## config.mk

```make
export PLATFORM = sky130hd
export DESIGN_NAME = traffic_intersection_ctrl
export DESIGN_NICKNAME = d
export VERILOG_FILES = /design/src/rtl/traffic_pkg.sv /design/src/rtl/traffic_intersection_ctrl_phase_timer.sv /design/src/rtl/traffic_intersection_ctrl.sv
export SDC_FILE = /design/constraint.sdc
export NUM_CORES = 1
export LEC_CHECK = 0
export ABC_CLOCK_PERIOD_IN_PS = 3000
export CAP_MARGIN = 25
export CORE_UTILIZATION = 40
export DETAILED_ROUTE_END_ITERATION = 12
export PLACE_DENSITY = 0.66
export SLEW_MARGIN = 25
export SYNTH_ARGS = -nofsm -noshare
export SYNTH_HDL_FRONTEND = slang
export SYNTH_SLANG_ARGS = --single-unit
```

## constraint.sdc

```tcl
create_clock -name clk -period 3 [get_ports clk]
set_input_delay 0.75 -clock clk [delete_from_list [all_inputs] [get_ports clk]]
set_output_delay 0.75 -clock clk [all_outputs]
set_load 0.005 [all_outputs]
```

## src/rtl/traffic_pkg.sv

```systemverilog
// Shared types and default timing for the intersection controller.
package traffic_pkg;

  localparam int unsigned STATE_W          = 3;
  localparam int unsigned CNT_W_DEF        = 8;
  localparam int unsigned MIN_GREEN_T_DEF  = 6;
  localparam int unsigned SIDE_GREEN_T_DEF = 8;
  localparam int unsigned YELLOW_T_DEF     = 1;
  localparam int unsigned ALLRED_T_DEF     = 1;
  localparam int unsigned PED_CLR_T_DEF    = 2;

  // Fixed state codes; state_o exposes them directly.
  typedef enum logic [STATE_W-1:0] {
    MAIN_GREEN  = 3'd0,
    MAIN_YELLOW = 3'd1,
    ALLRED_1    = 3'd2,
    SIDE_GREEN  = 3'd3,
    SIDE_YELLOW = 3'd4,
    ALLRED_2    = 3'd5,
    FLASH       = 3'd6
  } tl_state_t;

  // One road's lamp head.
  typedef struct packed {
    logic g;
    logic y;
    logic r;
  } lamp_t;

  localparam lamp_t LAMP_G   = 3'b100;
  localparam lamp_t LAMP_Y   = 3'b010;
  localparam lamp_t LAMP_R   = 3'b001;
  localparam lamp_t LAMP_OFF = 3'b000;

  // Steady-state lamp decode for one road given its own green/yellow states.
  function automatic lamp_t road_lamp(input tl_state_t st,
                                      input tl_state_t green_st,
                                      input tl_state_t yellow_st);
    lamp_t l;
    if (st == green_st)       l = LAMP_G;
    else if (st == yellow_st) l = LAMP_Y;
    else                      l = LAMP_R;
    return l;
  endfunction

endpackage

```

## src/rtl/traffic_intersection_ctrl_phase_timer.sv

```systemverilog
// Per-phase tick counter: cleared on phase change, saturating, with expiry compare.
module phase_timer #(
  parameter int unsigned CNT_W = 8
) (
  input  logic             clk,
  input  logic             reset,
  input  logic             clr,
  input  logic             tick,
  input  logic [CNT_W-1:0] dur,
  output logic [CNT_W-1:0] tcnt,
  output logic             expired
);

  localparam logic [CNT_W-1:0] CNT_MAX = '1;

  // Count ticks within the current phase; clear has priority, hold at max.
  always_ff @(posedge clk or posedge reset) begin
    if (reset) begin
      tcnt <= '0;
    end else if (clr) begin
      tcnt <= '0;
    end else if (tick && (tcnt != CNT_MAX)) begin
      tcnt <= tcnt + CNT_W'(1);
    end
  end

  // Phase has used its last tick once the count reaches dur-1 (dur is never 0).
  assign expired = (tcnt >= (dur - CNT_W'(1)));

endmodule

```

## src/rtl/traffic_intersection_ctrl.sv

```systemverilog
// Actuated main/side intersection controller with pedestrian walk and night flash.
module traffic_intersection_ctrl
  import traffic_pkg::*;
#(
  parameter int unsigned MIN_GREEN_T  = MIN_GREEN_T_DEF,
  parameter int unsigned SIDE_GREEN_T = SIDE_GREEN_T_DEF,
  parameter int unsigned YELLOW_T     = YELLOW_T_DEF,
  parameter int unsigned ALLRED_T     = ALLRED_T_DEF,
  parameter int unsigned PED_CLR_T    = PED_CLR_T_DEF,
  parameter int unsigned CNT_W        = CNT_W_DEF
) (
  input  logic               clk,
  input  logic               reset,
  input  logic               tick,
  input  logic               side_req,
  input  logic               ped_req,
  input  logic               night_mode,
  output logic               main_g,
  output logic               main_y,
  output logic               main_r,
  output logic               side_g,
  output logic               side_y,
  output logic               side_r,
  output logic               walk,
  output logic               ped_pending,
  output logic [STATE_W-1:0] state_o
);

  localparam int unsigned DUR_MAX = (32'd1 << CNT_W) - 32'd1;

  // Reject parameter sets the timer cannot represent.
  if (CNT_W == 0 || CNT_W > 31) begin : g_bad_cnt_w
    $error("CNT_W must be in 1..31");
  end
  if (MIN_GREEN_T == 0 || MIN_GREEN_T > DUR_MAX) begin : g_bad_min_green
    $error("MIN_GREEN_T out of range");
  end
  if (SIDE_GREEN_T == 0 || SIDE_GREEN_T > DUR_MAX) begin : g_bad_side_green
    $error("SIDE_GREEN_T out of range");
  end
  if (YELLOW_T == 0 || YELLOW_T > DUR_MAX) begin : g_bad_yellow
    $error("YELLOW_T out of range");
  end
  if (ALLRED_T == 0 || ALLRED_T > DUR_MAX) begin : g_bad_allred
    $error("ALLRED_T out of range");
  end
  if (PED_CLR_T == 0 || PED_CLR_T > DUR_MAX) begin : g_bad_ped_clr
    $error("PED_CLR_T out of range");
  end
  if (PED_CLR_T >= SIDE_GREEN_T) begin : g_bad_ped_vs_side
    $error("PED_CLR_T must be less than SIDE_GREEN_T");
  end

  localparam logic [CNT_W-1:0] MIN_GREEN_D  = CNT_W'(MIN_GREEN_T);
  localparam logic [CNT_W-1:0] SIDE_GREEN_D = CNT_W'(SIDE_GREEN_T);
  localparam logic [CNT_W-1:0] YELLOW_D     = CNT_W'(YELLOW_T);
  localparam logic [CNT_W-1:0] ALLRED_D     = CNT_W'(ALLRED_T);
  localparam logic [CNT_W-1:0] WALK_END     = CNT_W'(SIDE_GREEN_T - PED_CLR_T);

  tl_state_t        state;
  tl_state_t        state_nxt;
  logic             state_chg;
  logic             enter_side_green;
  logic [CNT_W-1:0] dur;
  logic [CNT_W-1:0] tcnt;
  logic             expired;
  logic             flash_ph;
  logic             walk_en;
  lamp_t            main_l;
  lamp_t            side_l;

  // Duration of the phase currently being timed.
  always_comb begin
    dur = '1;
    case (state)
      MAIN_GREEN:              dur = MIN_GREEN_D;
      MAIN_YELLOW,
      SIDE_YELLOW:             dur = YELLOW_D;
      ALLRED_1,
      ALLRED_2:                dur = ALLRED_D;
      SIDE_GREEN:              dur = SIDE_GREEN_D;
      default:                 dur = '1;
    endcase
  end

  phase_timer #(
    .CNT_W (CNT_W)
  ) u_timer (
    .clk     (clk),
    .reset   (reset),
    .clr     (state_chg),
    .tick    (tick),
    .dur     (dur),
    .tcnt    (tcnt),
    .expired (expired)
  );

  // Next-state decision; the phase only moves in a tick cycle.
  always_comb begin
    state_nxt = state;
    if (tick) begin
      case (state)
        MAIN_GREEN:  if (expired && (side_req || ped_pending || night_mode)) state_nxt = MAIN_YELLOW;
        MAIN_YELLOW: if (expired) state_nxt = ALLRED_1;
        ALLRED_1:    if (expired) state_nxt = night_mode ? FLASH : SIDE_GREEN;
        SIDE_GREEN:  if (expired) state_nxt = SIDE_YELLOW;
        SIDE_YELLOW: if (expired) state_nxt = ALLRED_2;
        ALLRED_2:    if (expired) state_nxt = night_mode ? FLASH : MAIN_GREEN;
        FLASH:       if (!night_mode) state_nxt = ALLRED_2;
        default:     state_nxt = ALLRED_2;
      endcase
    end
  end

  assign state_chg        = (state_nxt != state);
  assign enter_side_green = state_chg && (state_nxt == SIDE_GREEN);

  // State register, flash phase and pedestrian latches.
  always_ff @(posedge clk or posedge reset) begin
    if (reset) begin
      state       <= ALLRED_2;
      flash_ph    <= 1'b0;
      ped_pending <= 1'b0;
      walk_en     <= 1'b0;
    end else begin
      state <= state_nxt;

      if (state_chg && (state_nxt == FLASH)) begin
        flash_ph <= 1'b1;
      end else if ((state == FLASH) && tick) begin
        flash_ph <= ~flash_ph;
      end

      // A press in the entry cycle is served by this green, so clear wins.
      if (enter_side_green) begin
        ped_pending <= 1'b0;
        walk_en     <= ped_pending | ped_req;
      end else if (ped_req) begin
        ped_pending <= 1'b1;
      end
    end
  end

  // Lamp decode straight from registered state; flash overrides both heads.
  always_comb begin
    main_l = road_lamp(state, MAIN_GREEN, MAIN_YELLOW);
    side_l = road_lamp(state, SIDE_GREEN, SIDE_YELLOW);
    if (state == FLASH) begin
      main_l   = LAMP_OFF;
      main_l.y = flash_ph;
      side_l   = LAMP_OFF;
      side_l.r = flash_ph;
    end
  end

  assign {main_g, main_y, main_r} = main_l;
  assign {side_g, side_y, side_r} = side_l;
  assign walk    = (state == SIDE_GREEN) && walk_en && (tcnt < WALK_END);
  assign state_o = state;

endmodule

```

Word-level counts from Yosys, hierarchy flattened

Index checks and enable logic that the tools add are counted.

Bitwise gates (word level): 2
Order comparisons: 2
$add $sub $neg: 2
Muxes and demuxes: 24
Equal/unequal tests: 10
Reductions and logical operators: 14

Operator list:

| operator                                                                      | count |
|---|---|
| 3-bit 2-to-1 mux                                                              | 14 |
| 8-bit case mux with 3 select lines                                            | 1 |
| 3-bit case mux with 7 select lines                                            | 1 |
| 8-bit 2-to-1 mux                                                              | 2 |
| 3-bit equality test (second input constant)                                   | 4 |
| 3-bit by 2-bit equality test with 1-bit output (second input constant)        | 3 |
| 8-bit by 1-bit adder with 8-bit output (second input constant)                | 1 |
| 8-bit >= comparator                                                           | 1 |
| 8-bit by 3-bit less-than comparator with 1-bit output (second input constant) | 1 |
| 8-bit != test (second input constant)                                         | 1 |
| 8-bit by 1-bit subtractor with 8-bit output (second input constant)           | 1 |
| 1-bit logical AND                                                             | 7 |
| 2-bit nonzero test                                                            | 3 |
| 1-bit 2-to-1 mux                                                              | 4 |
| 2-bit 2-to-1 mux                                                              | 2 |
| 4-bit OR reduction                                                            | 1 |
| 3-bit by 1-bit equality test with 1-bit output (second input constant)        | 1 |
| 3-bit logical NOT                                                             | 1 |
| 3-bit != test                                                                 | 1 |
| 1-bit logical OR                                                              | 2 |
| 1-bit NOT                                                                     | 1 |
| 1-bit bitwise OR                                                              | 1 |

Register bits: 14
Output and inout port bits: 11
Input bits: 6
Word-level logic and storage cells: 59

Logic depth before layout (Yosys ltp)

Gate-level depths: netlist (run 1).

Word-level depth: 12
Mapped depth: 16
Depth with buffers taken out: 14

Cells and area by module

From an unflattened synthesis (run 1), not the netlist that was laid out.

Cell total of the unflattened synthesis: 151
Area total of the unflattened synthesis: 1288.7 µm²

By module, submodules not included:

| module                    | area an instance (µm²) | sequential area each (µm²) | times used | cells each |
|---|---|---|---|---|
| phase_timer               | 743.2                  | 200.2                      | 1          | 78 |
| traffic_intersection_ctrl | 545.5                  | 152.6                      | 1          | 73 |

Worst setup path before layout (run 1)

Ideal clock, no wire load.

Path kind: register to register
Start point: register state[2] (netlist: state_o[2])
End point: register flash_ph
Arrival: 3.127 ns
Slack: -0.218 ns
Library setup time: 0.092 ns
Required time: 2.908 ns
Path buffers: 1
Stages on the path, launching flop included: 15
Clock period less this slack: 3.218 ns
Cells stage by stage: dfstp_2 > clkbuf_1 > or2_2 > nor2_1 > a21oi_1 > ha_1 > o21ai_0 > and2_1 > ha_1 > nand2_1 > a211o_1 > o21ai_2 > a31oi_1 > or3_4 > o31ai_2

Word-level cells in the longest chain between the ends: 12
Elaborated cells between the ends (all ways): 27
Those cells by class: add/sub: 1; order compare: 1; eq/ne: 8; mux: 11; reduce/logical: 6

Ends and longest elaborated chain:

| item                                                                   | RTL line                                                           | text |
|---|---|---|
| from (decl)                                                            | traffic_intersection_ctrl.sv:60                                    | `tl_state_t state;` |
| from (signal assigned)                                                 | traffic_intersection_ctrl.sv:126                                   | `state <= state_nxt;` |
| 3-bit by 1-bit equality test with 1-bit output (tied with other cells) | traffic_intersection_ctrl.sv:75, traffic_intersection_ctrl.sv:102  |  |
| 4-bit OR reduction (no line)                                           | -                                                                  |  |
| 8-bit case mux with 3 select lines                                     | traffic_intersection_ctrl.sv:75                                    | `case (state)` |
| 8-bit by 1-bit subtractor with 8-bit output                            | traffic_intersection_ctrl_phase_timer.sv:28                        | `assign expired = (tcnt >= (dur - CNT_W'(1)));` |
| 8-bit >= comparator                                                    | traffic_intersection_ctrl_phase_timer.sv:28                        |  |
| 1-bit logical AND                                                      | traffic_intersection_ctrl.sv:103                                   | `MAIN_GREEN: if (expired && (side_req \|\| ped_pending \|\| night_mode)) state_nxt = MAIN_YELLOW;` |
| 3-bit 2-to-1 mux                                                       | traffic_intersection_ctrl.sv:103                                   |  |
| 3-bit case mux with 7 select lines *                                   | traffic_intersection_ctrl.sv:102                                   | `case (state)` |
| 3-bit 2-to-1 mux *                                                     | traffic_intersection_ctrl.sv:101                                   | `if (tick) begin` |
| net state_nxt[0]                                                       | traffic_intersection_ctrl.sv:61                                    | `tl_state_t state_nxt;` |
| 3-bit != test or 3-bit equality test (tied branches)                   | traffic_intersection_ctrl.sv:115, traffic_intersection_ctrl.sv:128 |  |
| 1-bit logical AND *                                                    | traffic_intersection_ctrl.sv:128                                   | `if (state_chg && (state_nxt == FLASH)) begin` |
| 1-bit 2-to-1 mux or 2-bit nonzero test (tied branches)                 | -                                                                  |  |
| to (signal assigned)                                                   | traffic_intersection_ctrl.sv:131                                   | `flash_ph <= ~flash_ph;` |
| to (decl)                                                              | traffic_intersection_ctrl.sv:67                                    | `logic flash_ph;` |

Mark *: on every way through the listed nets, which the timed path passes. The rest lies on a longest branch.
A chain may end at the register's enable or synchronous reset.

Final worst setup path (run 1)

Start point: register state[0] (netlist: state_o[0])
End point: register flash_ph

Word-level cells in the longest chain between the ends: 12
Elaborated cells between the ends (all ways): 27
Those cells by class: add/sub: 1; order compare: 1; eq/ne: 8; mux: 11; reduce/logical: 6

Ends and longest elaborated chain:

| item                                                                   | RTL line |
|---|---|
| 3-bit by 1-bit equality test with 1-bit output (tied with other cells) | traffic_intersection_ctrl.sv:75, traffic_intersection_ctrl.sv:102 |
| 4-bit OR reduction (no line)                                           | - |
| 8-bit case mux with 3 select lines                                     | traffic_intersection_ctrl.sv:75 |
| 8-bit by 1-bit subtractor with 8-bit output                            | traffic_intersection_ctrl_phase_timer.sv:28 |
| 8-bit >= comparator                                                    | traffic_intersection_ctrl_phase_timer.sv:28 |
| 1-bit logical AND                                                      | traffic_intersection_ctrl.sv:103 |
| 3-bit 2-to-1 mux                                                       | traffic_intersection_ctrl.sv:103 |
| 3-bit case mux with 7 select lines                                     | traffic_intersection_ctrl.sv:102 |
| 3-bit 2-to-1 mux *                                                     | traffic_intersection_ctrl.sv:101 |
| net state_nxt[0]                                                       | traffic_intersection_ctrl.sv:61 |
| 3-bit != test or 3-bit equality test (tied branches)                   | traffic_intersection_ctrl.sv:115, traffic_intersection_ctrl.sv:128 |
| 1-bit logical AND *                                                    | traffic_intersection_ctrl.sv:128 |
| 1-bit 2-to-1 mux or 2-bit nonzero test (tied branches)                 | - |

Marked as above.

==> results of run 1 <==
==> worst max path at each step <==
stage          startpoint  slack [ns]        to  cells past startpoint
2_1_floorplan  state_o[0]       0.008  flash_ph                     13
3_3_place_gp   state_o[0]      -0.003  flash_ph                     13
3_5_place_dp   state_o[0]       -0.06  flash_ph                     13
4_1_cts        state_o[2]       0.007  flash_ph                     13
5_1_grt        state_o[0]       -0.09  flash_ph                     14
6_report       state_o[0]        0.02  flash_ph                     12
==> area by class of cell <==
cell class / count / area share [%]
Multi-Input combinational cell: 108 / 54.51
Sequential cell: 14 / 22.20
Timing Repair Buffer: 28 / 15.84
Inverter: 11 / 2.745
Tap cell: 31 / 2.431
Clock buffer: 4 / 2.275
==> per-stage QoR <==
stage | hold WS (ns) | cells | area [sq um] | util, % | setup TNS (ns)
after global routing | 0.5861 | 196 | 1595 | 56.87 | -0.1930
after detailed placement | 0.5501 | 189 | 1450 | 51.69 | -0.09449
final | 0.5609 | 196 | 1595 | 56.87 | 0
after floorplan | 0.4843 | 138 | 1247 | - | 0
after CTS | 0.5738 | 194 | 1506 | 53.70 | 0
after global placement | 0.5250 | 189 | 1450 | 51.69 | -0.002525
==> flip-flops by register name (all words and copies together), names as in the netlist <==
register	cells
state_o	3
u_timer.tcnt	8
ped_pending	1
walk_en	1
flash_ph	1
==> cell usage in the layout (no fill, tap or decap), types with 2 or more instances in the layout <==
cell / synthesis / routed
a211o_1: 2 / 2
a21oi_1: 9 / 7
buf_4: 0 / 11
clkbuf_4: 0 / 3
clkdlybuf4s50_1: 0 / 15
dfrtp_1: 12 / 11
dfstp_2: 2 / 2
ha_1: 11 / 9
ha_4: 0 / 2
inv_1: 11 / 10
mux2i_1: 2 / 2
nand2_1: 11 / 11
nand2b_4: 1 / 2
nand3_1: 3 / 3
nand4_1: 3 / 3
nor2_1: 20 / 16
nor2_2: 0 / 3
nor3_1: 5 / 5
o21a_1: 2 / 2
o21ai_0: 3 / 2
o21ai_1: 2 / 3
xnor2_1: 4 / 4
xor2_1: 7 / 6
==> layer usage <==
layer / GRT usage, % / vias to the layer above / routed length (um)
met1: 26.29 / 493 / 1441
li1: - / 540 / -
met2: 26.36 / 25 / 1230
met4: 5.357 / 0 / 14
met5: 0 / - / 0
met3: 3.456 / 2 / 133
==> cell families after synthesis <==
logic type	Yosys count	share of synthesized area [%]
AOI/OAI and AO/OA	31	20.06
muxes	2	1.672
adders and majority gates	11	11.49
and+or+nand+nor	53	22.15
DFF	14	29.47
buffers and inverters	16	7.105
xor gates and xnor gates	11	8.046
==> worst max-delay path: stages, from the launching register on <==
cell and delay, ns:
dfstp_2 0.59, xor2_2 0.18, nand2b_4 0.17, inv_4 0.04
ha_4 0.17, xor2_1 0.16, ha_1 0.28, o21ai_1 0.07
a211o_1 0.33, o21ai_4 0.24, a31oi_4 0.11, or3_4 0.35
o31ai_2 0.21
==> Yosys cell counts, types with 3 or more instances <==
cell type	count	area, sq um
inv_1	11	41.29
nand2_1	11	41.29
o21ai_0	3	15.01
xor2_1	7	61.31
nor2_1	20	75.07
nor3_1	5	25.02
ha_1	11	137.6
nand4_1	3	18.77
xnor2_1	4	35.03
a21oi_1	9	45.04
nand3_1	3	15.01
dfrtp_1	12	300.3
==> timing repair <==
item                       4_1_cts  5_1_grt
buffers inserted                 1        2
setup endpoints to repair        3        6
hold buffers                     0        0
gates resized for setup          4       16
cloned                           0        0
pin swaps                        3        6
hold endpoints to repair         0        0
==> report_power, final <==
group | internal (mW) | total [mW] | switching (mW)
logic | 0.784 | 1.54 | 0.754
registers | 0.267 | 0.367 | 0.100
clock network | 0.0738 | 0.139 | 0.0650
==> summary.txt, run 1 <==
CTS
  – Num CTS Buffers: 3
  – CTS sink count: 14
  – CTS tree: built
  – CTS H-tree lvls: 1
  – CTS max path bufs: 2
  – Clock Latency Late Sink: 0.28 ns
  – Root Buffer: clkbuf_4
  – Clock Pin Slew Worst Setup and Hold Paths: 0.09 ns

Worst setup path
  – Reg-to-Reg End: flash_ph
  – R2R depth: 12
  – Reg-to-reg startpoint: state_o[0]
  – Req. time, crit path: 3.20 ns
  – CP max FO: 5
  – FF-to-FF setup slack: 0.02 ns
  – CP Class: flip-flop to flip-flop
  – Arrival time worst endpoint: 3.17 ns
  – Worst setup SP type: flip-flop
  – Crit path capture type: flip-flop

Placed design
  – Pre-CTS setup slack: -0.06135 ns
  – Dpl hpwl: 2147 um
  – PortBufs: 16
  – Final Wtd Congestion: 0.8908

Power
  – Pwr/cell area: 1281 nW/um^2
  – Power Total: 2.044 mW
  – Peak VDD IR: 0.5743 mV
  – Leakage: 0.7016 nW

Final layout
  – Final nets: 183
  – Proportion of layout cells with a drive suffix above 1: 26.67%
  – Register Area: 354.1 sq um
  – Area of the multi-input gates: 869.6 sq um
  – # fillers: 246
  – Antenna cells: 0
  – Synthesis-to-finish area growth: 33.23%

Min path
  – Hold endpoint: walk_en
  – HP Start: walk_en
  – Hold Path Class: flip-flop to flip-flop
  – Hold Crit Depth: 2

Synthesis
  – Async set-or-reset flop fraction in the synthesized netlist: 100.0%
  – Main synth FF type: dfrtp_1
  – Mapped Cells: 138
  – FF+latch count, synth: 14
  – Seq/Total Area, Yosys: 29.47%
  – Mapped Area: 1197 sq um
  – Count of cell types in the netlist: 43
  – Ys Warns: 0
  – Number of synthesized flops with an enable pin: 0
  – Synth Net Count: 155
  – Synth Area per Inst: 8.677 sq um

Die
  – Die Height: 56.71 um
  – Die Area: 3216 sq um
  – Core Area: 2805 sq um
  – # IOs: 17
  – FP Rows: 19
  – Die width: 56.71 um
  – Initial core utilization: 42.69%

Detailed routing
  – DRC: 0
  – DR iter-0 viols: 34
  – WL per Instance: 14.38 um
  – Vias per cell: 5.408
  – Routed Antenna Nets: 0
  – Vias: 1060
  – First-pass detailed-route iteration total: 4
  – Final WL: 2819 um

STA
  – Fin crit period: 2.975 ns
  – Final Hold Fails: 0
  – Clk_skew: 0.002048 ns
  – Fmax achieved: 0.3361 GHz
  – Final worst slack: 0.02477 ns
  – Tcrit/Tclk final: 99.17%
  – Worst rel slew slack: 62.84%
  – Final setup viols: 0
  – RSZ-0062 raised after global routing: yes
  – Least-Margin Pin Slew: 0.5569 ns
  – Final slew viol count: 0

Outcome
  – Status: finished, final reports clean

GRT
  – Initial antenna violation count: 0
  – Total grt overflow: 0
  – Pin count of the biggest net entering global routing: 15
  – Tot GR Track Use: 17.92%
  – First-pass GRT wire length: 4464 um
  – Vias in the first global route: 994

Job
  – Max cap viols: 0
No activity file was read; power rests on OpenSTA's default activity.
==> inputs of run 2 (changes only) <==
CAP_MARGIN = 20   (was 25)
CORE_MARGIN = 2   (was default)
==> run 2 against run 1 <==
Clock skew up 0.00084 ns. Global-route usage up 1.1 points. Critical endpoint unchanged. Worst hold slack gained 0.021 ns. Combinational power is 14% higher. Largest cell class unchanged. Critical path type unchanged. The run now ends with setup timing left.
==> summary.txt, run 2 (synthesis results as in run 1) <==
CTS
  – Clock Latency Late Sink: 0.28 ns (about the same)
  – CTS max path bufs: 2 (unchanged)
  – CTS tree: built
  – CTS sink count: 14 (unchanged)
  – Root Buffer: clkbuf_4
  – CTS H-tree lvls: 1 (unchanged)
  – Num CTS Buffers: 3 (unchanged)
  – Clock Pin Slew Worst Setup and Hold Paths: 0.09 ns (about the same)

Power
  – Pwr/cell area: 1359 nW/um^2 (+6.1%)
  – Leakage: 0.7309 nW (+4.2%)
  – Clock share of power: 6.2% (-0.6 points)
  – Peak VDD IR: 0.6640 mV (+16%)
  – Internal Pwr Total: 1.272 mW (+13%)
  – Sw Share: 44.26% (-0.69 points)
  – Psw: 1.010 mW (+10%)
  – Comb pwr share: 77.2% (+2.0 points)
  – Sequential power share: 16.6% (-1.4 points)

Placed design
  – PortBufs: 16 (unchanged)
  – Pre-CTS setup slack: -0.04093 ns (+0.02042 ns)
  – Dpl hpwl: 2267 um (+5.6%)
  – Final Wtd Congestion: 0.8892 (-0.18%)

Final layout
  – Final nets: 189 (+3.3%)
  – Core Util, Final: 59.86% (+3.0 points)
  – Commonest cells after routing, fill and taps aside: 18 x buf_4, 16 x nor2_1, 15 x clkdlybuf4s50_1
  – # fillers: 248 (+0.81%)
  – Synthesis-to-finish area growth: 40.23%
  – Max FFs per register: 8 (unchanged)
  – Top reg by flops: u_timer.tcnt
  – Antenna cells: 0 (unchanged)
  – Proportion of layout cells with a drive suffix above 1: 31.58% (+4.9 points)
  – Commonest non-fill, non-tap cell in the layout: buf_4

Detailed routing
  – DR iter-0 viols: 48 (+41%)
  – DRC: 0 (unchanged)
  – Vias per cell: 5.470 (+1.1%)
  – First-pass detailed-route iteration total: 4 (unchanged)
  – WL per Instance: 15.60 um (+8.5%)
  – Routed Antenna Nets: 0 (unchanged)
  – Final WL: 3152 um (+12%)
  – Vias: 1105 (+4.2%)

GRT
  – Vias in the first global route: 1085 (+9.2%)
  – Met2 GRT Util: 29.37% (+3.0 points)
  – Pin count of the biggest net entering global routing: 15 (unchanged)
  – Total grt overflow: 0 (unchanged)
  – Tot GR Track Use: 19.04% (+1.1 points)
  – Met1 GRT Util: 28.28% (+2.0 points)
  – Gr busiest metal: met2
  – Initial antenna violation count: 0 (unchanged)
  – Met3 GRT Util: 1.978% (-1.5 points)
  – First-pass GRT wire length: 5009 um (+12%)

Die
  – Core Area: 2805 sq um (unchanged)
  – Die Height: 58.71 um (+3.5%)
  – Die Area: 3447 sq um (+7.2%)
  – Die width: 58.71 um (+3.5%)
  – FP Rows: 19 (unchanged)
  – Initial core utilization: 42.69% (unchanged)
  – # IOs: 17 (unchanged)

Worst setup path
  – Arrival time worst endpoint: 3.26 ns (+0.09 ns)
  – Worst setup SP type: flip-flop
  – Most used cell, CP: nor2_2
  – R2R depth: 14 (+2)
  – Max stage delay on crit path: 0.61 ns (+0.02 ns)
  – CP Class: flip-flop to flip-flop
  – Crit path capture type: flip-flop
  – Slowest cell on the critical path: dfstp_2
  – CP max FO: 5 (unchanged)
  – Critical Path, Cell by Cell: xor2_2, nand2b_4, inv_4, ha_4, nor2_2, nor2_2, a21oi_2, ha_1, nand2_1, a211o_1, o21ai_4, a31oi_2, or3_4, o31ai_4
  – Req. time, crit path: 3.20 ns (about the same)

STA
  – Worst rel slew slack: 62.67% (-0.17 points)
  – Tcrit/Tclk final: 102.2% (+3.0 points)
  – Setup TNS: -0.07776 ns (-0.07776 ns)
  – Fmax achieved: 0.3263 GHz (-2.9%)
  – Fin crit period: 3.065 ns (+0.08986 ns)
  – Final setup viols: 2 (+2)
  – Fin Hold WS: 0.5818 ns (+0.02087 ns)
  – Clk_skew: 0.002884 ns (+0.0008360 ns)
  – Final worst slack: -0.06508 ns (-0.08986 ns)
  – Final Hold Fails: 0 (unchanged)
  – Least-Margin Pin Slew: 0.5593 ns (+0.002482 ns)
  – Final slew viol count: 0 (unchanged)
  – RSZ-0062 raised after global routing: yes

Min path
  – Hold Path Class: flip-flop to flip-flop
  – Hold Crit Depth: 2 (unchanged)

Outcome
  – Status: complete, but fails checks
  – Failing checks: setup timing

Job
  – Max cap viols: 0 (unchanged)
==> run 2: cell types whose count changed in the layout (fill, tap and decap cells not counted), sizes merged <==
cell,delta
buf,+6
==> run 2: power groups by stage <==
stage | clock network, mW | registers, mW | logic, mW
finish | 0.141 | 0.380 | 1.76
CTS | 0.143 | 0.370 | 1.49
global placement | 0 | 0.365 | 1.29
floorplan | 0 | 0.343 | 0.972
global route | 0.153 | 0.390 | 1.91
detailed placement | 0 | 0.367 | 1.32
==> run 2: worst paths after layout <==
kind                                    to  slack, ns  startpoint
setup / recovery                  flash_ph      -0.07  state_o[0]
hold / removal                     walk_en       0.58     walk_en
setup reg to reg                  flash_ph      -0.07  state_o[0]
hold reg to reg                    walk_en       0.58     walk_en
max in group asynchronous       state_o[1]       1.78       reset
min in group asynchronous  u_timer.tcnt[5]       0.82       reset
==> run 2: metal layers <==
| metal | vias up | routed length, um |
|---|---|---|
| li1 | 548 | - |
| met1 | 535 | 1535 |
| met2 | 20 | 1526 |
| met3 | 2 | 76 |
| met4 | 0 | 14 |
| met5 | - | 0 |
==> run 2: final cells by class <==
type	instances	area, sq um	share of cell area, %
Clock buffer	4	36.28	2.161
Sequential cell	14	354.1	21.09
Tap cell	31	38.79	2.310
Timing Repair Buffer	34	294.0	17.51
Multi-Input combinational cell	108	912.1	54.32
Inverter	11	43.79	2.608
==> run 2: through the flow <==
stage               area [sq um]  cells  total power, mW
CTS                         1556    198            2.006
detailed placement          1458    190            1.688
finish                      1679    202            2.283
global route                1679    202            2.453
floorplan                   1247    138            1.316
global placement            1458    190            1.656
==> run 2: timing repair <==
action / CTS / global route
setup endpoints to repair: 3 / 5
hold buffers: 0 / 0
gates resized for setup: 7 / 18
buffers inserted: 4 / 4
pin swaps: 3 / 12
==> run 2: critical path: cells and delay by family (launching register included) <==
kind	cells	cell delay [ns]
AO/OA/AOI/OAI	5	0.94
XOR/XNOR	1	0.09
adder cells (fa/ha/maj)	2	0.45
buffers and inverters	1	0.06
flip-flops	1	0.61
AND/OR/NAND/NOR	5	0.84
